**config.mk**
```make
export PLATFORM = sky130hd
export DESIGN_NAME = eqed_inject_ctrl
export DESIGN_NICKNAME = d
export VERILOG_FILES = /design/src/rtl/eqed_inject_ctrl.sv
export SDC_FILE = /design/constraint.sdc
export NUM_CORES = 1
export LEC_CHECK = 0
export ABC_AREA = 1
export CAP_MARGIN = 20
export CORE_MARGIN = 4
export CORE_UTILIZATION = 25
export CTS_BUF_LIST = sky130_fd_sc_hd__clkbuf_16
export CTS_CLUSTER_DIAMETER = 100
export DETAILED_ROUTE_END_ITERATION = 8
export GPL_TIMING_DRIVEN = 0
export PLACE_DENSITY_LB_ADDON = 0.05
export SLEW_MARGIN = 20
export SYNTH_ARGS = -nofsm -noshare
export SYNTH_HDL_FRONTEND = slang
export SYNTH_SLANG_ARGS = --single-unit
```
**constraint.sdc**
```tcl
create_clock -name clk -period 3.8 [get_ports clk]
set_input_delay 0.76 -clock clk [delete_from_list [all_inputs] [get_ports clk]]
set_output_delay 0.76 -clock clk [all_outputs]
set_load 0.03 [all_outputs]
```
**src/rtl/eqed_inject_ctrl.sv**
```systemverilog
// rtl/eqed_inject_ctrl.sv - E-QED bit-flip injection controller with signature MISR
//
// Purpose:
//   Drives the one-hot select lines of the inverting muxes placed on a design
//   module's flip-flops. Injection is limited to a programmable cycle window
//   and a maximum number of injections per run. The observed outputs are
//   compacted into a MISR for a fixed number of cycles, after which the block
//   freezes so that the formal tool can compare the signature against the
//   golden value.
//
// Ports:
//   clk          in   clock, all state updates on the rising edge
//   rst          in   synchronous active-low reset (0 = reset)
//   sel          in   binary flip-flop select; codes >= NUM_FF mean "no injection"
//   inj_req      in   request an injection this cycle
//   win_lo       in   first cycle in which injection is allowed (inclusive)
//   win_hi       in   last cycle in which injection is allowed (inclusive)
//   obs_data     in   observed design outputs folded into the MISR
//   eqed_sel     out  one-hot flip select, combinational
//   inj_fire     out  OR of eqed_sel
//   inj_cnt      out  number of injections performed this run
//   inj_idx      out  sel value at the first injection
//   inj_cycle    out  cycle_count at the first injection
//   cycle_count  out  run cycle number, starts at 1
//   misr         out  signature register
//   window_done  out  high once the capture window has closed

module eqed_inject_ctrl #(
  parameter int                NUM_FF    = 8,
  parameter int                SEL_W     = 4,
  parameter int                CNT_W     = 10,
  parameter int                MAX_INJ   = 1,
  parameter int                MISR_W    = 6,
  parameter logic [MISR_W-1:0] MISR_POLY = 6'b110000,
  parameter int                DATA_W    = 3,
  parameter int                CAPTURE   = 5,
  // A zero-injection build still needs a 1-bit counter port.
  localparam int               INJ_W     = (MAX_INJ > 0) ? $clog2(MAX_INJ + 1) : 1
) (
  input  logic              clk,
  input  logic              rst,
  input  logic [SEL_W-1:0]  sel,
  input  logic              inj_req,
  input  logic [CNT_W-1:0]  win_lo,
  input  logic [CNT_W-1:0]  win_hi,
  input  logic [DATA_W-1:0] obs_data,
  output logic [NUM_FF-1:0] eqed_sel,
  output logic              inj_fire,
  output logic [INJ_W-1:0]  inj_cnt,
  output logic [SEL_W-1:0]  inj_idx,
  output logic [CNT_W-1:0]  inj_cycle,
  output logic [CNT_W-1:0]  cycle_count,
  output logic [MISR_W-1:0] misr,
  output logic              window_done
);

  localparam logic [SEL_W-1:0] NUM_FF_C  = SEL_W'(NUM_FF);
  localparam logic [INJ_W-1:0] MAX_INJ_C = INJ_W'(MAX_INJ);
  localparam logic [CNT_W-1:0] CAPTURE_C = CNT_W'(CAPTURE);

  typedef enum logic {
    S_RUN  = 1'b0,
    S_DONE = 1'b1
  } state_t;

  state_t              state;
  state_t              state_nxt;
  logic                elig;
  logic                cnt_ok;
  logic                in_window;
  logic                fb;
  logic [MISR_W-1:0]   misr_nxt;

  // State register plus datapath registers. Reset wins over everything and
  // restarts the run at cycle 1 with the MISR seeded to 1.
  always_ff @(posedge clk) begin
    if (!rst) begin
      state       <= S_RUN;
      cycle_count <= CNT_W'(1);
      misr        <= MISR_W'(1);
      inj_cnt     <= '0;
      inj_idx     <= '0;
      inj_cycle   <= '0;
    end else begin
      state <= state_nxt;
      if (state == S_RUN) begin
        // Increments on the RUN->DONE edge too, so DONE holds CAPTURE+1.
        cycle_count <= cycle_count + CNT_W'(1);
        misr        <= misr_nxt;
        if (inj_fire) begin
          inj_cnt <= inj_cnt + INJ_W'(1);
          // Only the first injection of a run is recorded.
          if (inj_cnt == '0) begin
            inj_idx   <= sel;
            inj_cycle <= cycle_count;
          end
        end
      end
    end
  end

  always_comb begin
    state_nxt = state;
    eqed_sel  = '0;
    cnt_ok    = 1'b0;
    in_window = 1'b0;
    elig      = 1'b0;
    fb        = 1'b0;
    misr_nxt  = misr;

    case (state)
      S_RUN: begin
        if (cycle_count == CAPTURE_C) begin
          state_nxt = S_DONE;
        end
      end
      S_DONE: begin
        state_nxt = S_DONE;
      end
      default: begin
        state_nxt = S_RUN;
      end
    endcase

    // MAX_INJ == 0 must block injection regardless of the counter value.
    cnt_ok    = (MAX_INJ > 0) && (inj_cnt < MAX_INJ_C);
    // An inverted window (win_lo > win_hi) can never satisfy both bounds.
    in_window = (cycle_count >= win_lo) && (cycle_count <= win_hi);
    // Eligibility uses the current state, so a request on the final RUN
    // cycle is still honoured. rst gates the select off during reset.
    elig      = rst && (state == S_RUN) && inj_req && cnt_ok && in_window &&
                (sel < NUM_FF_C);

    if (elig) begin
      eqed_sel = NUM_FF'(1) << sel;
    end

    fb       = ^(misr & MISR_POLY);
    misr_nxt = {misr[MISR_W-2:0], fb} ^ MISR_W'(obs_data);
  end

  assign inj_fire    = |eqed_sel;
  assign window_done = (state == S_DONE);

endmodule

```
==> impl_metrics.ini, run 1 <==
[outcome]
outcome = complete, no violations

[power]
worst_ir_drop_vdd_uv = 213
swShare_pct = 30.1
power.leakage_nw = 1.47
power_per_cell_area_nw_per_um2 = 335
clkPwrFrac_pct = 37.4
comb_power_share_pct = 24.5
power_mw = 1.02
p_int_uw = 709
seqPwrFrac_pct = 38.0
power_switching_uw = 306

[clock_network]
cts_buffer_depth = 2
cts_inserted_buffers = 5
cts_tree = yes
clk_latency_ns = 0.28
htreeDepth = 2
clock-root-buffer = clkbuf_16
clk_pin_slew_ns = 0.05
cts.sink_count = 32

[place]
dp_hpwl_um = 4550
gp_congestion = 0.750
io_buffer_count = 70
dpl_worst_slack_ns = -0.289
placed_area_um2 = 2940
placed_cells_incl_taps = 496

[yosys]
synth_area_um2 = 2100
synth_top_cell_by_area = dfxtp_1
synthDistinctLibCells = 25
ys_warn_count = 0
synth_common_cells = inv_1, nand2_1, nor2_1, dfxtp_1, ha_1
async_flop_share_pct = 0
avgSynthCellArea_um2 = 6.55
synth_top_flop_cell = dfxtp_1
yosysSeqAreaShare_pct = 30.5
synth-edff-count = 0
synthTopCellsByArea = dfxtp_1, inv_1, ha_1
synth_nets = 373
ys_seq_elements = 32
yosys.cell_count.top_type = inv_1
yosys.area.top_type_share_pct = 30.5
postSynthCellCount = 321

[layout]
layout.nets = 450
fillers = 884
fin_area_um2 = 3030
fin_util_pct = 36.9
fin_cells = 504
syn2layout_area_growth_pct = 44.2
drive_gt1_share_pct = 7.27
antenna_cells = 0

[global_routing]
grt_pass1_vias = 2017
grt.overflow.total = 0
grt_max_degree = 11
grt_pass1_wl_um = 9450
grtUsageTotal_pct = 12.0
antenna_found_initial = 0

[floorplan]
die_area_um2 = 9940
die_h_um = 99.7
die_x_um = 99.7
io_pins = 71
start_util_pct = 25.6
rows = 33
core_um2 = 8220

[timing]
whs_ns = 0.455
rsz0062_at_grt = false
worst_pin_slew_ns = 0.546
max_freq_mhz = 282
fin_crit_sh_pct = 93.4
fin_ws_ns = 0.250
finClkSkew_ns = 0.00300
fin_crit_ns = 3.55
slew_headroom_pct = 63.6
slew_violations = 0
finalHoldViolCount = 0
setup_violations = 0
tns_ns = 0

[detailed_routing]
drc = 0
vias_per_cell = 4.08
wl_per_cell_um = 11.1
wirelength_um = 5620
drt_iter0_drc = 52
drtAntennaViolNets = 0
first_pass_iters = 4
num_vias = 2056

[setup_path]
cp.required_ns = 3.04
endpoint_kind = output pin
critPathArrivalTime_ns = 2.79
cp-start-kind = input pin
path_class = input pin to output pin
crit_start = win_hi[9]
rr_startpoint = cycle_count[0]
cp_max_fo = 7

[flow_run]
drv_cap = 0

[min_path]
hold_path.startpoint = inj_idx[3]
holdCritPathClass = flop to flop
## metal layers
metal | vias to the layer above | GRT usage [%] | share of wire (%)
met5 | - | 0 | 0
met4 | 0 | 3.78 | 1.3
met3 | 7 | 3.16 | 4.6
met2 | 35 | 18.9 | 45
met1 | 874 | 15.9 | 49
li1 | 1140 | - | -
## sequential cells by signal, indices dropped and copies added, names as in the netlist
signal,flops
misr,6
inj_idx,4
cycle_count,10
inj_cycle,10
inj_cnt,1
window_done,1
## path summary, 6_finish.rpt
kind	slack (ns)	to	depth (start not counted)
worst min register to register	0.45	inj_idx[3]	2
worst max-delay path	0.25	eqed_sel[6]	12
worst min-delay path	0.45	inj_idx[3]	2
worst max register to register	1.90	inj_cycle[6]	10
## placed cells by master, fill, tap and decap left out, types with 2 or more instances in the layout
master           synthesis  final
buf_4                    4      4
inv_1                   77     77
a21oi_1                 15     15
o21ai_0                  8      8
buf_2                    4      4
ha_1                    22     22
nor3_1                   7      7
dfxtp_1                 32     32
nor2_1                  41     41
a31oi_1                  2      2
clkbuf_16                0      5
clkbuf_1                 2      2
clkdlybuf4s50_1          0     61
nand2_1                 71     71
xor2_1                   3      3
nand3_1                  7      7
clkinv_2                 0      2
clkbuf_2                 0      8
nand4_1                 16     16
## area by class of cell
type,count,area [µm²],share of cell area [%]
buffer,12,72.6,2.39
timing repair buffer,70,659,21.7
tap,105,131,4.33
clock inverter,3,13.8,0.454
clock buffer,5,125,4.13
inverter,77,289,9.53
sequential,32,641,21.1
multi-input combinational,200,1100,36.3
## critical path, stage by stage
cell             delay (ns)
clkdlybuf4s50_1        0.45
inv_1                  0.04
ha_1                   0.30
a21o_1                 0.18
nor2_1                 0.15
nand3_1                0.11
nand2_2                0.14
nand3_4                0.14
inv_1                  0.10
nand2_1                0.10
nor2_1                 0.10
clkbuf_2               0.21
## repair_timing
action	4_1_cts	5_1_grt
setup endpoints to repair	9	8
gates cloned	0	0
gates resized for setup	13	12
hold buffers	0	0
setup buffers	0	0
## cells by family after synthesis
| family | after synthesis | share of synthesized area [%] |
|---|---|---|
| AO/OA/AOI/OAI | 28 | 7.14 |
| XOR/XNOR | 3 | 1.25 |
| adder cells (fa/ha/maj) | 22 | 13.1 |
| buffers and inverters | 89 | 17.2 |
| flip-flops | 32 | 30.5 |
| AND/OR/NAND/NOR | 147 | 30.9 |
## power groups by stage
stage          sequential (mW)  combinational (mW)  clock, mW
6_report                 0.386               0.249      0.380
5_1_grt                  0.390               0.280      0.407
4_1_cts                  0.386               0.253      0.397
3_5_place_dp             0.393               0.251          0
3_3_place_gp             0.394               0.251          0
2_1_floorplan            0.415               0.123          0
Note: power is estimated with default switching activity, not from simulation.
==> run 2: changes to the inputs <==
Settings changed: DONT_BUFFER_PORTS set to 1.
Clock period 3.8 ns to 3.7 ns, I/O delays scaled along.
==> impl_metrics.ini, run 2 (synthesized netlist as in run 1, its figures left out) <==
[outcome]
outcome = complete, no violations

[setup_path]
cp_slowest_cell = dfxtp_1
cp-start-kind = flop
crit_family = simple AND/OR/NAND/NOR gates
crit_start = cycle_count[9]
endpoint_kind = output pin
path_class = flop to output pin
critPathArrivalTime_ns = 2.79
path_buf_inv = 1
rr_startpoint = cycle_count[9]
critPathMaxStageDelay_ns = 0.59
crit_chain = ha_1, a21o_1, nor2_1, nand3_1, nand2_2, nand3_4, inv_1, nand2_1, nor2_2
cp_max_fo = 7
cp.required_ns = 2.96

[clock_network]
clk_pin_slew_ns = 0.05
clock-root-buffer = clkbuf_16
htreeDepth = 2
cts_buffer_depth = 2
clk_latency_ns = 0.27
hold_buffers = 0
cts_tree = yes
cts.sink_count = 32
cts_inserted_buffers = 5
postCtsSetupBuffers = 0
ctsResizeCount = 0

[flow_run]
drv_cap = 0

[timing]
slew_violations = 0
worst_pin_slew_ns = 0.583
fin_crit_sh_pct = 95.4
tns_ns = 0
finalHoldViolCount = 0
slew_headroom_pct = 61.1
setup_violations = 0
whs_ns = 0.477
fin_crit_ns = 3.53
finClkSkew_ns = 0.00460
rsz0062_at_grt = false
max_freq_mhz = 283

[layout]
layout_commonest_cell = inv_1
drive_gt1_share_pct = 7.90
fin_util_pct = 29.0
layout.nets = 380
fillers = 911
reg_top3 = cycle_count: 10 flops, inj_cycle: 10 flops, misr: 6 flops
fin_cells = 434
antenna_cells = 0
syn2layout_area_growth_pct = 13.4
final_cell_mix = inv_1, nand2_1, nor2_1, dfxtp_1, ha_1

[floorplan]
io_pins = 71
die_area_um2 = 9940
start_util_pct = 25.6
die_x_um = 99.7
rows = 33
core_um2 = 8220
die_h_um = 99.7

[min_path]
holdCritPathClass = flop to flop
hold_path.startpoint = misr[2]

[detailed_routing]
wirelength_um = 5450
drt_iter0_drc = 43
drtAntennaViolNets = 0
drc = 0
first_pass_iters = 4
num_vias = 1805
vias_per_cell = 4.16
wl_per_cell_um = 12.6

[global_routing]
use_met2_pct = 17.9
gr-usage-met3_pct = 4.14
grtUsageTotal_pct = 11.3
grt_pass1_vias = 1820
grt.overflow.total = 0
grt_most_used_layer = met2
met1_usage_pct = 14.7
antenna_found_initial = 0
grt_max_degree = 11
grt_pass1_wl_um = 8880

[place]
gp_congestion = 0.707
placed_cells_incl_taps = 426
dp_hpwl_um = 4440
io_buffer_count = 0

[power]
power.leakage_nw = 1.20
worst_ir_drop_vdd_uv = 172
power_per_cell_area_nw_per_um2 = 404
-- run 2: per-stage QoR --
step / worst slack [ns] / cell area (µm²) / power [mW]
5_1_grt: 0.00593 / 2380 / 1.03
6_report: 0.171 / 2380 / 0.964
4_1_cts: 0.0167 / 2370 / 0.981
3_5_place_dp: 0.220 / 2230 / 0.594
3_3_place_gp: 0.223 / 2230 / 0.594
2_1_floorplan: 0.540 / 2100 / 0.553
-- run 2: final timing paths --
| path | end | slack (ns) | cells past startpoint |
|---|---|---|---|
| worst max-delay path | eqed_sel[6] | 0.17 | 9 |
| worst max register to register | inj_cycle[1] | 1.59 | 10 |
| worst min register to register | misr[3] | 0.48 | 2 |
| worst min-delay path | misr[3] | 0.48 | 2 |
-- run 2: report_power, final --
group	internal [mW]	total (mW)	leakage, nW	switching, mW
Combinational	0.0582	0.151	0.867	0.0925
Sequential	0.368	0.431	0.261	0.0635
Clock	0.242	0.382	0.0738	0.140
Total	0.667	0.964	1.20	0.296
-- run 2: tightest hold or removal path: cells and delay by family, from the launching register on --
family / cells / cell delay (ns)
AOI/OAI and AO/OA: 1 / 0.06
DFF: 1 / 0.31
buffers and inverters: 1 / 0.06
-- run 2: final cells by class --
cell class | instances | area (µm²) | area share [%]
buffer | 12 | 72.6 | 3.04
clock buffer | 5 | 125 | 5.25
clock inverter | 3 | 11.3 | 0.472
inverter | 77 | 289 | 12.1
multi-input combinational | 200 | 1110 | 46.6
sequential | 32 | 644 | 27.0
tap | 105 | 131 | 5.51
-- run 2: per-layer routing --
metal / part of all wire (%) / routed length [µm]
met5: 0 / 0
met2: 45 / 2470
met3: 6.8 / 368
met1: 47 / 2580
met4: 0.62 / 34
==> run 3: changes to the inputs <==
Settings changed: SLEW_MARGIN 20 to unset.
==> results of run 3 <==
Same layout as run 2: the final DEF is identical, and so are final timing and power.
